$ cat src/rtl/pipe_sched_pkg.sv
// rtl/pipe_sched_pkg.sv - shared state encoding and LFSR constants for the pipe scheduler
package pipe_sched_pkg;

  typedef enum logic [1:0] {
    ST_IDLE   = 2'd0,
    ST_SPACE  = 2'd1,
    ST_PIPE   = 2'd2,
    ST_FROZEN = 2'd3
  } state_e;

  localparam logic [7:0] LFSR_SEED = 8'hA5;
  // Taps x^8+x^6+x^5+x^4+1 expressed as register bits 7,5,4,3
  localparam logic [7:0] LFSR_TAPS = 8'hB8;

endpackage

$ cat src/rtl/pipe_sched_if.sv
// rtl/pipe_sched_if.sv - control and column-stream signals between game logic and pipe scheduler
interface pipe_sched_if #(
  parameter int ROWS = 8
);
  logic            start;
  logic            lose;
  logic            shift;
  logic [ROWS-1:0] col_pattern;
  logic            pipe_done;
  logic            running;

  modport master (
    output start, lose,
    input  shift, col_pattern, pipe_done, running
  );

  modport slave (
    input  start, lose,
    output shift, col_pattern, pipe_done, running
  );
endinterface

$ cat src/rtl/pipe_lfsr.sv
// rtl/pipe_lfsr.sv - free-running 8-bit Fibonacci LFSR used to pick pipe gap positions
module pipe_lfsr
  import pipe_sched_pkg::*;
(
  input  logic       clk,
  input  logic       reset,
  output logic [7:0] lfsr_o
);

  logic [7:0] lfsr_q;
  logic [7:0] lfsr_d;

  always_comb begin
    lfsr_d = {lfsr_q[6:0], ^(lfsr_q & LFSR_TAPS)};
  end

  always_ff @(posedge clk or negedge reset) begin
    if (!reset) begin
      lfsr_q <= LFSR_SEED;
    end else begin
      lfsr_q <= lfsr_d;
    end
  end

  assign lfsr_o = lfsr_q;

endmodule

$ cat src/rtl/pipe_scheduler.sv
// rtl/pipe_scheduler.sv - shift strobe and right-edge column generator for the pipe row shifters
// Build option: PIPE_SCHED_SPEEDUP_EN shortens the shift period every fourth pipe.
module pipe_scheduler
  import pipe_sched_pkg::*;
#(
  parameter int ROWS         = 8,
  parameter int SHIFT_PERIOD = 8,
  parameter int SPACE        = 3,
  parameter int PIPE_W       = 1,
  parameter int GAP_H        = 3,
  parameter int MIN_PERIOD   = 2
) (
  input logic         clk,
  input logic         reset,
  pipe_sched_if.slave sif
);

  localparam int PERIOD_MAX = (SHIFT_PERIOD > MIN_PERIOD) ? SHIFT_PERIOD : MIN_PERIOD;
  localparam int DIV_W      = $clog2(PERIOD_MAX + 1);
  localparam int COL_MAX    = (SPACE > PIPE_W) ? SPACE : PIPE_W;
  localparam int COL_W      = $clog2(COL_MAX + 1);
  localparam int GAP_W      = $clog2(ROWS + 1);
  localparam int GAP_MOD    = ROWS - GAP_H - 1;
  localparam logic [DIV_W-1:0] PERIOD_INIT = DIV_W'(PERIOD_MAX);

  state_e           state_q, state_d;
  logic [DIV_W-1:0] div_q, div_d;
  logic [COL_W-1:0] col_q, col_d;
  logic [GAP_W-1:0] gap_q, gap_d;
  logic [ROWS-1:0]  pat_q, pat_d;

  logic [7:0]       lfsr;
  logic [DIV_W-1:0] period;
  logic [GAP_W-1:0] gap_new;
  logic [ROWS-1:0]  pipe_pat;
  logic             go, running, tick, shift, pipe_done;

  pipe_lfsr u_lfsr (
    .clk    (clk),
    .reset  (reset),
    .lfsr_o (lfsr)
  );

  // Gap rows are cleared; row 0 and the rows above the gap stay lit.
  always_comb begin
    gap_new = GAP_W'(1 + (int'(lfsr) % GAP_MOD));
    for (int r = 0; r < ROWS; r++) begin
      pipe_pat[r] = !((r >= int'(gap_new)) && (r < int'(gap_new) + GAP_H));
    end
  end

  always_comb begin
    running   = (state_q == ST_SPACE) || (state_q == ST_PIPE);
    go        = ((state_q == ST_IDLE) || (state_q == ST_FROZEN)) && sif.start && !sif.lose;
    tick      = (div_q == period - DIV_W'(1));
    shift     = tick && running && !sif.lose;
    pipe_done = shift && (state_q == ST_PIPE) && (col_q == COL_W'(PIPE_W - 1));
  end

`ifdef PIPE_SCHED_SPEEDUP_EN
  logic [DIV_W-1:0] period_q, period_d;
  logic [1:0]       pcnt_q, pcnt_d;

  always_comb begin
    period_d = period_q;
    pcnt_d   = pcnt_q;
    if (go) begin
      period_d = PERIOD_INIT;
      pcnt_d   = 2'd0;
    end else if (pipe_done) begin
      pcnt_d = pcnt_q + 2'd1;
      if ((pcnt_q == 2'd3) && (period_q > DIV_W'(MIN_PERIOD))) begin
        period_d = period_q - DIV_W'(1);
      end
    end
  end

  always_ff @(posedge clk or negedge reset) begin
    if (!reset) begin
      period_q <= PERIOD_INIT;
      pcnt_q   <= 2'd0;
    end else begin
      period_q <= period_d;
      pcnt_q   <= pcnt_d;
    end
  end

  assign period = period_q;
`else
  assign period = PERIOD_INIT;
`endif

  always_comb begin
    state_d = state_q;
    div_d   = div_q;
    col_d   = col_q;
    gap_d   = gap_q;
    pat_d   = pat_q;
    case (state_q)
      ST_IDLE, ST_FROZEN: begin
        if (go) begin
          state_d = ST_SPACE;
          div_d   = '0;
          col_d   = '0;
          pat_d   = '0;
        end
      end
      ST_SPACE, ST_PIPE: begin
        if (sif.lose) begin
          state_d = ST_FROZEN;
        end else begin
          div_d = tick ? '0 : div_q + DIV_W'(1);
          if (tick && (state_q == ST_SPACE)) begin
            if (col_q == COL_W'(SPACE - 1)) begin
              state_d = ST_PIPE;
              col_d   = '0;
              gap_d   = gap_new;
              pat_d   = pipe_pat;
            end else begin
              col_d = col_q + COL_W'(1);
            end
          end else if (tick) begin
            if (col_q == COL_W'(PIPE_W - 1)) begin
              state_d = ST_SPACE;
              col_d   = '0;
              pat_d   = '0;
            end else begin
              col_d = col_q + COL_W'(1);
            end
          end
        end
      end
      default: state_d = ST_IDLE;
    endcase
  end

  always_ff @(posedge clk or negedge reset) begin
    if (!reset) begin
      state_q <= ST_IDLE;
      div_q   <= '0;
      col_q   <= '0;
      gap_q   <= GAP_W'(1);
      pat_q   <= '0;
    end else begin
      state_q <= state_d;
      div_q   <= div_d;
      col_q   <= col_d;
      gap_q   <= gap_d;
      pat_q   <= pat_d;
    end
  end

  assign sif.shift       = shift;
  assign sif.col_pattern = pat_q;
  assign sif.pipe_done   = pipe_done;
  assign sif.running     = running;

endmodule

$ cat src/flat_wrapper.sv
// flat-port wrapper written by rule: the top's interface ports become plain ports
module pipe_scheduler_flat import pipe_sched_pkg::*;
#(
  parameter int ROWS         = 8,
  parameter int SHIFT_PERIOD = 8,
  parameter int SPACE        = 3,
  parameter int PIPE_W       = 1,
  parameter int GAP_H        = 3,
  parameter int MIN_PERIOD   = 2
)
  (clk, reset, sif_start, sif_lose, sif_shift, sif_col_pattern, sif_pipe_done, sif_running);
  pipe_sched_if #(.ROWS(ROWS)) sif_i ();
  input logic clk;
  input logic reset;
  input wire logic [$bits(sif_i.start)-1:0] sif_start;
  input wire logic [$bits(sif_i.lose)-1:0] sif_lose;
  output wire logic [$bits(sif_i.shift)-1:0] sif_shift;
  output wire logic [$bits(sif_i.col_pattern)-1:0] sif_col_pattern;
  output wire logic [$bits(sif_i.pipe_done)-1:0] sif_pipe_done;
  output wire logic [$bits(sif_i.running)-1:0] sif_running;
  assign sif_i.start = sif_start;
  assign sif_i.lose = sif_lose;
  assign sif_shift = sif_i.shift;
  assign sif_col_pattern = sif_i.col_pattern;
  assign sif_pipe_done = sif_i.pipe_done;
  assign sif_running = sif_i.running;
  pipe_scheduler #(.ROWS(ROWS), .SHIFT_PERIOD(SHIFT_PERIOD), .SPACE(SPACE), .PIPE_W(PIPE_W), .GAP_H(GAP_H), .MIN_PERIOD(MIN_PERIOD)) u_core (.clk(clk), .reset(reset), .sif(sif_i));
endmodule
$ cat config.mk
export PLATFORM = sky130hd
export DESIGN_NAME = pipe_scheduler_flat
export DESIGN_NICKNAME = d
export VERILOG_FILES = /design/src/rtl/pipe_sched_pkg.sv /design/src/rtl/pipe_sched_if.sv /design/src/rtl/pipe_lfsr.sv /design/src/rtl/pipe_scheduler.sv /design/src/flat_wrapper.sv
export SDC_FILE = /design/constraint.sdc
export NUM_CORES = 1
export LEC_CHECK = 0
export ABC_AREA = 0
export ABC_CLOCK_PERIOD_IN_PS = 2200
export BUFFER_PORTS_ARGS = -buffer_cell sky130_fd_sc_hd__buf_2
export CAP_MARGIN = 20
export CORE_ASPECT_RATIO = 0.7
export CORE_MARGIN = 2
export CORE_UTILIZATION = 45
export DETAILED_ROUTE_END_ITERATION = 7
export GPL_TIMING_DRIVEN = 0
export MAX_ROUTING_LAYER = met4
export PLACE_DENSITY = 0.61
export SYNTH_ARGS = -nofsm -noshare
export SYNTH_HDL_FRONTEND = slang
export SYNTH_SLANG_ARGS = --single-unit
export TNS_END_PERCENT = 50
$ cat constraint.sdc
create_clock -name clk -period 2.2 [get_ports clk]
set_input_delay 0 -clock clk [delete_from_list [all_inputs] [get_ports clk]]
set_output_delay 0 -clock clk [all_outputs]
set_load 0.03 [all_outputs]
# Yosys cells after proc, flatten, opt, wreduce, memory -nomap -nowiden
# Cells that the tools add are included.
[classes]
n_eq_ne = 13
multipliers = 0
n_reduce_logical = 35
bitwise_logic = 0
add_sub_neg = 4
div_mod_pow = 0
order_cmp = 16
n_mux = 25
shift = 0
[op_table]
columns = ["op", "n"]
rows = [
  ["4-bit by 32-bit < comparator with 1-bit output, first input constant", 4],
  ["3-bit by 32-bit < comparator with 1-bit output, first input constant", 2],
  ["8-bit 2-to-1 mux", 6],
  ["1-bit by 32-bit < comparator with 1-bit output, first input constant", 1],
  ["2-bit by 32-bit < comparator with 1-bit output, first input constant", 1],
  ["2-bit 2-to-1 mux", 12],
  ["3-bit by 4-bit greater-or-equal comparator with 1-bit output, first input constant", 4],
  ["8-bit case mux with 2 select lines", 1],
  ["1-bit logical AND", 15],
  ["4-bit 2-to-1 mux", 3],
  ["1-bit logical NOT", 9],
  ["1-bit by 4-bit greater-or-equal comparator with 1-bit output, first input constant", 2],
  ["2-bit by 4-bit greater-or-equal comparator with 1-bit output, first input constant", 2],
  ["4-bit by 2-bit != test with 1-bit output, second input constant", 2],
  ["2-bit case mux with 2 select lines", 2],
  ["4-bit case mux with 2 select lines", 1],
  ["8-bit parity", 1],
  ["2-bit == test, second input constant", 3],
  ["3-bit by 1-bit != test with 1-bit output, second input constant", 2],
  ["4-bit by 2-bit adder with 5-bit output, second input constant", 1],
  ["5-bit AND reduction", 1],
  ["4-bit by 1-bit adder with 4-bit output, second input constant", 1],
  ["4-bit by 3-bit == test with 1-bit output, second input constant", 1],
  ["2-bit logical NOT", 2],
  ["12 further kinds", 14],
]
[totals]
mem_count = 0
register_bits = 24
rom_bits = 0
ramBits = 0
word_cells = 98
input_bits = 4
output_inout_bits = 11
latchBits = 0

# Depth between registers and ports, before layout
# Gate-level depths: netlist (run 1).
[depth]
ltp_word = 9
mapped_depth = 8
ltp_nobuf = 7

# By module
# A second synthesis (run 1) with hierarchy kept.
[unflattened]
hier_cells = 125
area_unflattened_um2 = 1398.8
[modules_own_cells]
columns = ["module", "area_each_um2", "cells_per_inst", "n_inst", "seq_area_each_um2"]
rows = [
  ["pipe_scheduler", 1114.8, 107, 1, 400.4],
  ["pipe_lfsr", 284.0, 18, 1, 205.2],
]

# Least setup slack after synthesis (run 1)
# Ideal clock, no wire load.
[synth_path]
kind = "flip-flop to flip-flop"
startpoint = "register u_core.state_q[1]"
endpoint = "register u_core.pat_q[1] (netlist: u_core.sif.col_pattern[1])"
setup_slack_ns = 0.482
required_ns = 2.134
path_buffers = 1
setup_time_ns = 0.066
t_arrival_ns = 1.652
synth_period_minus_slack_ns = 1.718
stages_incl_launch_ff = 8
path_cell_list = "dfrtp_1 -> ha_1 -> nor2_1 -> nand2_2 -> inv_2 -> and3_4 -> buf_6 -> a22o_1"
[synth_via]
elab_chain_cells = 6
elab_cells_between_ends = 19
classes_between = "8 x eq/ne; 3 x mux; 8 x reduce/logical"
[synth_rtl]
columns = ["item", "line_no", "source"]
rows = [
  ["from (decl)", "pipe_scheduler.sv:26", "state_e state_q, state_d;"],
  ["from (signal assigned)", "pipe_scheduler.sv:145", "state_q <= state_d;"],
  ["2-bit == test or 2-bit logical NOT (tied branches)", "pipe_scheduler.sv:54, pipe_scheduler.sv:99", ""],
  ["1-bit logical OR", "pipe_scheduler.sv:54", "go = ((state_q == ST_IDLE) || (state_q == ST_FROZEN)) && sif.start && !sif.lose;"],
  ["1-bit logical AND (2 in series)", "pipe_scheduler.sv:54", ""],
  ["2-bit by 1-bit != test with 1-bit output (no line)", "-", ""],
  ["5-bit AND reduction (no line)", "-", ""],
  ["to (signal assigned)", "pipe_scheduler.sv:149", "pat_q <= pat_d;"],
  ["to (decl)", "pipe_scheduler.sv:30", "logic [ROWS-1:0] pat_q, pat_d;"],
]
# Parallel ways exist; a longest one is shown, timed or not. The select of a mux whose other input is x is not followed.
# A chain may end at the register's enable or synchronous reset.

# Final worst setup path (run 1)
[layout_path]
startpoint = "register u_core.state_q[1]"
endpoint = "register u_core.pat_q[2] (netlist: u_core.sif.col_pattern[2])"
# The elaborated chain is that of the path after synthesis.

==> report_table.html, run 1 <==
<table>
<tr><th>Metric</th><th>Value</th></tr>
<tr><th colspan="2">Power</th></tr>
<tr><td>Total power draw</td><td>1.204 mW</td></tr>
<tr><td>Gate power share</td><td>23.5%</td></tr>
<tr><td>Int Power</td><td>0.8401 mW</td></tr>
<tr><td>Leakage dissipation</td><td>0.7170 nW</td></tr>
<tr><td>Power per standard cell area</td><td>845.3 nW/um2</td></tr>
<tr><td>Switching Share</td><td>30.20%</td></tr>
<tr><td>Switching pwr</td><td>0.3635 mW</td></tr>
<tr><td>Clock group share of total power</td><td>31.9%</td></tr>
<tr><td>Proportion of power drawn by flip-flops and latches</td><td>44.6%</td></tr>
<tr><td>Highest ir drop seen on vdd</td><td>359.8 uV</td></tr>
<tr><th colspan="2">Yosys</th></tr>
<tr><td>Post-Synth Adder-Cell Area</td><td>13.22%</td></tr>
<tr><td>Dominant cell by count in the synthesized netlist</td><td>sky130_fd_sc_hd__dfrtp_1</td></tr>
<tr><td>Compound-Gate Fraction of Synth Area</td><td>16.48%</td></tr>
<tr><td>Fraction of synthesized cell area in xor and xnor cells</td><td>2.136%</td></tr>
<tr><td>Post-Synthesis Cells</td><td>111</td></tr>
<tr><td>Fraction of synthesized area in multiplexers</td><td>1.628%</td></tr>
<tr><td>Net count of the mapped netlist</td><td>128</td></tr>
<tr><td>Top cell type by total area after synthesis</td><td>sky130_fd_sc_hd__dfrtp_1</td></tr>
<tr><td>Largest family of logic cells by synthesized area</td><td>compound AO/OA/AOI/OAI gates</td></tr>
<tr><td>Register bit total from synthesis</td><td>24</td></tr>
<tr><td>Cell area after synthesis</td><td>1230 um2</td></tr>
<tr><td>Syn. warnings</td><td>0</td></tr>
<tr><td>Top cell type's share of synthesized area</td><td>40.69%</td></tr>
<tr><td>Share of the yosys chip area belonging to registers</td><td>49.24%</td></tr>
<tr><td>Count of flip-flops with a built-in enable after synthesis</td><td>0</td></tr>
<tr><td>Area share of and/or/nand/nor cells after synthesis</td><td>11.80%</td></tr>
<tr><td>Synth unique cells</td><td>34</td></tr>
<tr><td>Avg Cell Area, Syn</td><td>11.08 um2</td></tr>
<tr><td>Fraction of synthesis flops using an asynchronous set or reset pin</td><td>100.0%</td></tr>
<tr><td>Top post-synthesis cells by count</td><td>20 x sky130_fd_sc_hd__dfrtp_1, 13 x sky130_fd_sc_hd__ha_1, 12 x sky130_fd_sc_hd__inv_1, 8 x sky130_fd_sc_hd__a22o_1, 8 x sky130_fd_sc_hd__nand2_1</td></tr>
<tr><td>Dominant cells by area after synthesis</td><td>sky130_fd_sc_hd__dfrtp_1 41%, sky130_fd_sc_hd__ha_1 13%, sky130_fd_sc_hd__dfstp_2 8.5%</td></tr>
<tr><td>Most frequently used flop master after synthesis</td><td>sky130_fd_sc_hd__dfrtp_1</td></tr>
<tr><th colspan="2">Detailed routing</th></tr>
<tr><td>Number of nets with antenna violations after routing</td><td>0</td></tr>
<tr><td>Post-detailed-routing wire length</td><td>2163 um</td></tr>
<tr><td>Initial drt markers</td><td>58</td></tr>
<tr><td>Routed wire length per instance</td><td>13.19 um</td></tr>
<tr><td>Number of remaining DRC errors</td><td>0</td></tr>
<tr><td>Number of iterations in the first detailed-routing pass</td><td>4</td></tr>
<tr><td>Number of vias after detailed routing</td><td>825</td></tr>
<tr><td>Number of vias per cell after detailed routing</td><td>5.030</td></tr>
<tr><th colspan="2">Clock network</th></tr>
<tr><td>Resized cells post-CTS</td><td>0</td></tr>
<tr><td>Clk sink count</td><td>24</td></tr>
<tr><td>Clock Tree Buf Depth</td><td>2</td></tr>
<tr><td>H-tree level count</td><td>1</td></tr>
<tr><td>Number of buffers inserted by post-CTS setup repair</td><td>0</td></tr>
<tr><td>Reg clk slew, reported paths</td><td>90 ps</td></tr>
<tr><td>Insertion delay to the later sink of the worst-skew pair</td><td>260 ps</td></tr>
<tr><td>TritonCTS clock tree</td><td>yes</td></tr>
<tr><td>Master cell of the clock root buffer</td><td>sky130_fd_sc_hd__clkbuf_8</td></tr>
<tr><td>Number of buffers added by the clock tree synthesis step</td><td>3</td></tr>
<tr><th colspan="2">GRT</th></tr>
<tr><td>Largest net degree at the start of global routing</td><td>25</td></tr>
<tr><td>Number of global-route vias before repair</td><td>716</td></tr>
<tr><td>Initial antenna violation count</td><td>0</td></tr>
<tr><td>Global route overflow</td><td>0</td></tr>
<tr><td>Overall routing resource usage</td><td>15.40%</td></tr>
<tr><td>First-pass GRT wire length</td><td>3456 um</td></tr>
<tr><th colspan="2">Placement</th></tr>
<tr><td>HPWL after detailed placement</td><td>1602 um</td></tr>
<tr><td>GP Congestion</td><td>0.8128</td></tr>
<tr><td>Placed Cells</td><td>159</td></tr>
<tr><td>Area post-placement</td><td>1343 um2</td></tr>
<tr><td>Buffers added on ports</td><td>14</td></tr>
<tr><th colspan="2">Finish</th></tr>
<tr><td>Finished Core Util</td><td>56.20%</td></tr>
<tr><td>Share of cells above drive strength 1</td><td>23.85%</td></tr>
<tr><td>Number of non-filler instances in the completed layout</td><td>164</td></tr>
<tr><td>ANT cells</td><td>0</td></tr>
<tr><td>Post-route cell area</td><td>1424 um2</td></tr>
<tr><td>Synthesis-to-layout area growth</td><td>15.77%</td></tr>
<tr><td>Final-stage net count</td><td>148</td></tr>
<tr><th colspan="2">Die</th></tr>
<tr><td>Area of the core region</td><td>2534 um2</td></tr>
<tr><td>Top-Level Pins</td><td>15</td></tr>
<tr><td>Width of the die</td><td>66.49 um</td></tr>
<tr><td>Die height</td><td>47.74 um</td></tr>
<tr><td>Initial Util</td><td>48.54%</td></tr>
<tr><td>Die outline area</td><td>3174 um2</td></tr>
<tr><td>Row count</td><td>15</td></tr>
<tr><th colspan="2">STA</th></tr>
<tr><td>Final Hold Viols</td><td>0</td></tr>
<tr><td>Pin slew with the least headroom to its limit</td><td>514.1 ps</td></tr>
<tr><td>Worst relative slew slack</td><td>65.73%</td></tr>
<tr><td>Skew final</td><td>3.220 ps</td></tr>
<tr><td>Slew Limit Fails</td><td>0</td></tr>
<tr><td>Max Clk Rate</td><td>495.2 MHz</td></tr>
<tr><td>Final worst-path cycle share</td><td>91.78%</td></tr>
<tr><td>Setup repair after global routing missed its margin</td><td>no</td></tr>
<tr><td>Minimum clock period</td><td>2019 ps</td></tr>
<tr><td>Total Negative Setup Slacks</td><td>0 ps</td></tr>
<tr><td># setup viols final</td><td>0</td></tr>
<tr><th colspan="2">Critical path</th></tr>
<tr><td>Top fanout value on the critical path</td><td>8</td></tr>
<tr><td>Arrival time of the worst setup path</td><td>2180 ps</td></tr>
<tr><td>Startpoint Class</td><td>flip-flop</td></tr>
<tr><td>Setup crit end kind</td><td>flip-flop</td></tr>
<tr><td>CP Data Required Time</td><td>2360 ps</td></tr>
<tr><td>Critical path class</td><td>reg2reg</td></tr>
<tr><th colspan="2">Worst hold path</th></tr>
<tr><td>Type of the most critical hold path</td><td>in2reg</td></tr>
<tr><th colspan="2">Run</th></tr>
<tr><td>Max-capacitance violation count</td><td>0</td></tr>
<tr><th colspan="2">Status</th></tr>
<tr><td>Result of the run</td><td>finished, final reports clean</td></tr>
</table>
-- final cells by class --
cell class                 count  area [um2]
fill                         227        1110
inverter                      13       48.80
tap                           34       42.54
timing repair buffer          15       80.08
buffer                         2       18.77
clock inverter                 1       30.03
multi-input combinational     72       556.8
clock buffer                   3       41.29
sequential                    24       605.6
-- cell families after synthesis --
group                    Yosys count
adder cells (fa/ha/maj)           13
flip-flops                        24
XOR/XNOR                           3
AND/OR/NAND/NOR                   25
AO/OA/AOI/OAI                     29
multiplexers                       2
buffers and inverters             15
-- routing by layer --
layer | global-route usage (%) | part of all wire, % | vias to the layer above
met5 | - | 0 | -
met4 | 2.449 | 0 | 0
met3 | 4.941 | 3.3 | 0
met2 | 20.80 | 40 | 14
met1 | 22.70 | 57 | 388
li1 | - | - | 423
-- final timing paths --
path	start	to	slack [ps]	cells past startpoint
worst max-delay path	u_core.state_q[1]	u_core.sif.col_pattern[2]	180	5
worst min-delay path	sif_lose	u_core.state_q[1]	120	3
worst max register to register	u_core.state_q[1]	u_core.sif.col_pattern[2]	180	5
worst min register to register	u_core.u_lfsr.lfsr_o[6]	u_core.u_lfsr.lfsr_o[7]	360	0
max in group asynchronous	reset	u_core.u_lfsr.lfsr_o[2]	1610	2
min in group asynchronous	reset	u_core.div_q[3]	230	2
-- sequential cells by signal (all words and copies together), names as in the netlist --
register and count:
u_core.state_q 2, u_core.u_lfsr.lfsr_o 8, u_core.col_q 2, u_core.sif.col_pattern 8, u_core.div_q 4
-- placed cells by master (no fill, tap or decap), types with 2 or more instances in the layout --
cell	count
sky130_fd_sc_hd__a21oi_1	7
sky130_fd_sc_hd__a22o_1	8
sky130_fd_sc_hd__buf_2	14
sky130_fd_sc_hd__clkbuf_8	3
sky130_fd_sc_hd__dfrtp_1	20
sky130_fd_sc_hd__dfstp_2	4
sky130_fd_sc_hd__ha_1	13
sky130_fd_sc_hd__inv_1	12
sky130_fd_sc_hd__mux2i_1	2
sky130_fd_sc_hd__nand2_1	8
sky130_fd_sc_hd__nor2_1	4
sky130_fd_sc_hd__nor3_1	2
sky130_fd_sc_hd__o21ai_0	7
sky130_fd_sc_hd__xnor2_1	2
-- power groups by stage --
stage               combinational (mW)  sequential (mW)  clock (mW)
floorplan                        0.218            0.531           0
global placement                 0.275            0.541           0
detailed placement               0.283            0.543           0
CTS                              0.285            0.537       0.391
global route                     0.318            0.546       0.408
finish                           0.282            0.537       0.384
-- timing repair --
action,4_1_cts,5_1_grt
hold buffers,1,0
endpoints found under the setup margin,0,0
hold endpoints to repair,20,0
-- per-stage QoR --
| step | worst slack [ps] | hold WS (ps) |
|---|---|---|
| final | 180.8 | 119.9 |
| after detailed placement | 221.7 | 7.673 |
| after floorplan | 481.7 | -295.6 |
| after global placement | 236.2 | 5.998 |
| after CTS | 205.6 | 112.9 |
| after global routing | 61.36 | 154.7 |
-- worst max-delay path: stages (launching register included) --
cell	delay, ps
sky130_fd_sc_hd__dfrtp_1	440
sky130_fd_sc_hd__ha_1	390
sky130_fd_sc_hd__nor2_1	340
sky130_fd_sc_hd__a21oi_1	220
sky130_fd_sc_hd__a31o_4	290
sky130_fd_sc_hd__a22o_1	230
Note: power is estimated with default switching activity, not from simulation.
==> run 2, diff against run 1 <==
Settings changed: BUFFER_PORTS_ARGS -buffer_cell sky130_fd_sc_hd__buf_2 to -buffer_cell sky130_fd_sc_hd__buf_4.
==> report_table.html, run 2 (synthesis results as in run 1) <==
<table>
<tr><th>Metric</th><th>Value</th></tr>
<tr><th colspan="2">Clock network</th></tr>
<tr><td>TritonCTS clock tree</td><td>yes</td></tr>
<tr><td>H-tree level count</td><td>1 (unchanged)</td></tr>
<tr><td>Insertion delay to the later sink of the worst-skew pair</td><td>260 ps (about the same)</td></tr>
<tr><td>Clk sink count</td><td>24 (unchanged)</td></tr>
<tr><td>Reg clk slew, reported paths</td><td>80 ps (about the same)</td></tr>
<tr><td>Master cell of the clock root buffer</td><td>sky130_fd_sc_hd__clkbuf_8</td></tr>
<tr><td>Clock Tree Buf Depth</td><td>2 (unchanged)</td></tr>
<tr><td>Number of buffers added by the clock tree synthesis step</td><td>3 (unchanged)</td></tr>
<tr><td>Number of buffers inserted by post-CTS setup repair</td><td>0 (unchanged)</td></tr>
<tr><td>Resized cells post-CTS</td><td>0 (unchanged)</td></tr>
<tr><td>Hold-fix buffers at CTS</td><td>1 (unchanged)</td></tr>
<tr><th colspan="2">STA</th></tr>
<tr><td>Pin slew with the least headroom to its limit</td><td>387.7 ps (-126.3 ps)</td></tr>
<tr><td>Minimum clock period</td><td>2026 ps (+7.184 ps)</td></tr>
<tr><td>Final Hold Viols</td><td>0 (unchanged)</td></tr>
<tr><td>Setup repair after global routing missed its margin</td><td>no</td></tr>
<tr><td>Worst relative slew slack</td><td>74.15% (+8.4 points)</td></tr>
<tr><td>Post-route worst hold slack</td><td>95.09 ps (-24.80 ps)</td></tr>
<tr><td>Smallest setup slack after layout</td><td>173.6 ps (-7.184 ps)</td></tr>
<tr><td>Total Negative Setup Slacks</td><td>0 ps (unchanged)</td></tr>
<tr><td>Final worst-path cycle share</td><td>92.11% (+0.33 points)</td></tr>
<tr><td>Max Clk Rate</td><td>493.5 MHz (-0.35%)</td></tr>
<tr><td>Skew final</td><td>1.500 ps (-1.720 ps)</td></tr>
<tr><td>Slew Limit Fails</td><td>0 (unchanged)</td></tr>
<tr><td># setup viols final</td><td>0 (unchanged)</td></tr>
<tr><th colspan="2">GRT</th></tr>
<tr><td>Number of global-route vias before repair</td><td>741 (+3.5%)</td></tr>
<tr><td>Overall routing resource usage</td><td>15.05% (-0.35 points)</td></tr>
<tr><td>Initial antenna violation count</td><td>0 (unchanged)</td></tr>
<tr><td>Busiest layer in global routing</td><td>met1</td></tr>
<tr><td>Met1 track utilization from global routing</td><td>21.27% (-1.4 points)</td></tr>
<tr><td>Largest net degree at the start of global routing</td><td>25 (unchanged)</td></tr>
<tr><td>Met3 Usage GRT</td><td>4.941% (unchanged)</td></tr>
<tr><td>Global route overflow</td><td>0 (unchanged)</td></tr>
<tr><td>First-pass GRT wire length</td><td>3346 um (-3.2%)</td></tr>
<tr><td>GR Util met2</td><td>21.20% (+0.40 points)</td></tr>
<tr><th colspan="2">Power</th></tr>
<tr><td>Switching pwr</td><td>0.3555 mW (-2.2%)</td></tr>
<tr><td>Highest ir drop seen on vdd</td><td>401.1 uV (+11%)</td></tr>
<tr><td>Leakage dissipation</td><td>0.7189 nW (+0.27%)</td></tr>
<tr><td>Total power draw</td><td>1.202 mW (-0.14%)</td></tr>
<tr><td>Clock group share of total power</td><td>31.5% (-0.4 points)</td></tr>
<tr><td>Switching Share</td><td>29.58% (-0.62 points)</td></tr>
<tr><td>Proportion of power drawn by flip-flops and latches</td><td>44.7% (about the same)</td></tr>
<tr><td>Int Power</td><td>0.8464 mW (+0.74%)</td></tr>
<tr><td>Power per standard cell area</td><td>823.9 nW/um2 (-2.5%)</td></tr>
<tr><td>Gate power share</td><td>23.8% (+0.3 points)</td></tr>
<tr><th colspan="2">Status</th></tr>
<tr><td>Result of the run</td><td>finished, final reports clean</td></tr>
<tr><th colspan="2">Critical path</th></tr>
<tr><td>Timing startpoint of the critical path</td><td>u_core.state_q[1]</td></tr>
<tr><td>End point of the critical path</td><td>u_core.sif.col_pattern[5]</td></tr>
<tr><td>Bufs and invs on worst path</td><td>0 (unchanged)</td></tr>
<tr><td>Cells traversed along the worst timing path</td><td>ha_1 &gt; nor2_1 &gt; a21oi_1 &gt; a31o_4 &gt; a22o_1</td></tr>
<tr><td>CP Data Required Time</td><td>2350 ps (about the same)</td></tr>
<tr><td>Arrival time of the worst setup path</td><td>2180 ps (about the same)</td></tr>
<tr><td>Internal reg-to-reg setup slack</td><td>170 ps (about the same)</td></tr>
<tr><td>Number of cells traversed by the worst register-to-register path</td><td>5 (unchanged)</td></tr>
<tr><td>Capturing point of the worst reg2reg path</td><td>u_core.sif.col_pattern[5]</td></tr>
<tr><td>Startpoint Class</td><td>flip-flop</td></tr>
<tr><td>Highest-delay cell along the critical path</td><td>sky130_fd_sc_hd__dfrtp_1</td></tr>
<tr><td>Cell family with most CP delay</td><td>compound AO/OA/AOI/OAI gates</td></tr>
<tr><td>Max incr delay on CP</td><td>430 ps (about the same)</td></tr>
<tr><td>Critical path class</td><td>reg2reg</td></tr>
<tr><td>Top fanout value on the critical path</td><td>8 (unchanged)</td></tr>
<tr><td>Setup crit end kind</td><td>flip-flop</td></tr>
<tr><td>Launch point of the worst reg-to-reg path</td><td>u_core.state_q[1]</td></tr>
<tr><td>Number of cells on the critical path</td><td>5 (unchanged)</td></tr>
<tr><th colspan="2">Run</th></tr>
<tr><td>Max-capacitance violation count</td><td>0 (unchanged)</td></tr>
<tr><th colspan="2">Die</th></tr>
<tr><td>Top-Level Pins</td><td>15 (unchanged)</td></tr>
<tr><td>Die height</td><td>47.74 um (unchanged)</td></tr>
<tr><td>Die outline area</td><td>3174 um2 (unchanged)</td></tr>
<tr><td>Row count</td><td>15 (unchanged)</td></tr>
<tr><td>Width of the die</td><td>66.49 um (unchanged)</td></tr>
<tr><td>Initial Util</td><td>48.54% (unchanged)</td></tr>
<tr><td>Area of the core region</td><td>2534 um2 (unchanged)</td></tr>
<tr><th colspan="2">Finish</th></tr>
<tr><td>Synthesis-to-layout area growth</td><td>18.62%</td></tr>
<tr><td>Share of cells above drive strength 1</td><td>23.85% (unchanged)</td></tr>
<tr><td>Leading cell type in the layout, fill and taps excluded</td><td>sky130_fd_sc_hd__dfrtp_1</td></tr>
<tr><td>ANT cells</td><td>0 (unchanged)</td></tr>
<tr><td>Final-stage net count</td><td>148 (unchanged)</td></tr>
<tr><td>Top library cells by usage in the layout, fill and taps aside</td><td>20 x sky130_fd_sc_hd__dfrtp_1, 14 x sky130_fd_sc_hd__buf_4, 13 x sky130_fd_sc_hd__ha_1</td></tr>
<tr><td>Post-route cell area</td><td>1459 um2 (+2.5%)</td></tr>
<tr><th colspan="2">Detailed routing</th></tr>
<tr><td>Routed wire length per instance</td><td>13.09 um (-0.74%)</td></tr>
<tr><td>Post-detailed-routing wire length</td><td>2147 um (-0.74%)</td></tr>
<tr><td>Number of nets with antenna violations after routing</td><td>0 (unchanged)</td></tr>
<tr><td>Number of remaining DRC errors</td><td>0 (unchanged)</td></tr>
<tr><td>Number of iterations in the first detailed-routing pass</td><td>4 (unchanged)</td></tr>
<tr><td>Number of vias per cell after detailed routing</td><td>5.128 (+1.9%)</td></tr>
<tr><td>Initial drt markers</td><td>33 (-43%)</td></tr>
<tr><td>Number of vias after detailed routing</td><td>841 (+1.9%)</td></tr>
<tr><th colspan="2">Placement</th></tr>
<tr><td>HPWL after detailed placement</td><td>1592 um (-0.66%)</td></tr>
<tr><td>Worst Setup Slack post-DPL</td><td>204.5 ps (-17.18 ps)</td></tr>
<tr><td>Buffers added on ports</td><td>14 (unchanged)</td></tr>
<tr><td>GP Congestion</td><td>0.8202 (+0.91%)</td></tr>
<tr><td>Area post-placement</td><td>1378 um2 (+2.6%)</td></tr>
<tr><th colspan="2">Worst hold path</th></tr>
<tr><td>Type of the most critical hold path</td><td>in2reg</td></tr>
</table>
run 2: cell count changes in the layout (fill, tap and decap cells not counted):
cell / previous run / this run
sky130_fd_sc_hd__buf_2: 14 / 0
sky130_fd_sc_hd__buf_4: 0 / 14
run 2: layout make-up:
| type | count | area, um2 |
|---|---|---|
| Multi-Input combinational cell | 72 | 556.8 |
| Sequential cell | 24 | 605.6 |
| Tap cell | 34 | 42.54 |
| Timing Repair Buffer | 15 | 115.1 |
| Clock buffer | 3 | 41.29 |
| Clock inverter | 1 | 30.03 |
| Buffer | 2 | 18.77 |
| Fill cell | 223 | 1075 |
| Inverter | 13 | 48.80 |
run 2: layer usage:
| metal | routed length [um] | vias up |
|---|---|---|
| li1 | - | 419 |
| met5 | 0 | - |
| met3 | 73 | 2 |
| met1 | 1185 | 405 |
| met4 | 8 | 0 |
| met2 | 880 | 15 |
run 2: power by group through the flow:
stage	Combinational, mW	Sequential, mW	Clock (mW)
global placement	0.283	0.542	0
floorplan	0.218	0.531	0
detailed placement	0.287	0.544	0
CTS	0.291	0.536	0.390
global route	0.325	0.545	0.406
finish	0.286	0.537	0.378
run 2: how the worst min path moves through the flow:
stage              from           endpoint  slack [ps]  depth (start not counted)
2_1_floorplan     reset    u_core.col_q[0]        -300                          0
3_3_place_gp      reset    u_core.div_q[3]         -90                          1
3_5_place_dp      reset    u_core.div_q[3]         -90                          1
4_1_cts        sif_lose  u_core.state_q[1]          90                          3
5_1_grt        sif_lose    u_core.div_q[3]         130                          4
6_report       sif_lose  u_core.state_q[1]         100                          3
run 2: worst min-delay path, stage by stage:
cell and delay, ps:
sky130_fd_sc_hd__buf_4 120, sky130_fd_sc_hd__a21oi_1 50, sky130_fd_sc_hd__a31oi_1 150
run 2: metrics by stage:
step,utilization [%],std cells
after detailed placement,54.37,159
after global routing,57.58,164
after floorplan,-,111
after CTS,57.58,164
final,57.58,164
after global placement,54.37,159
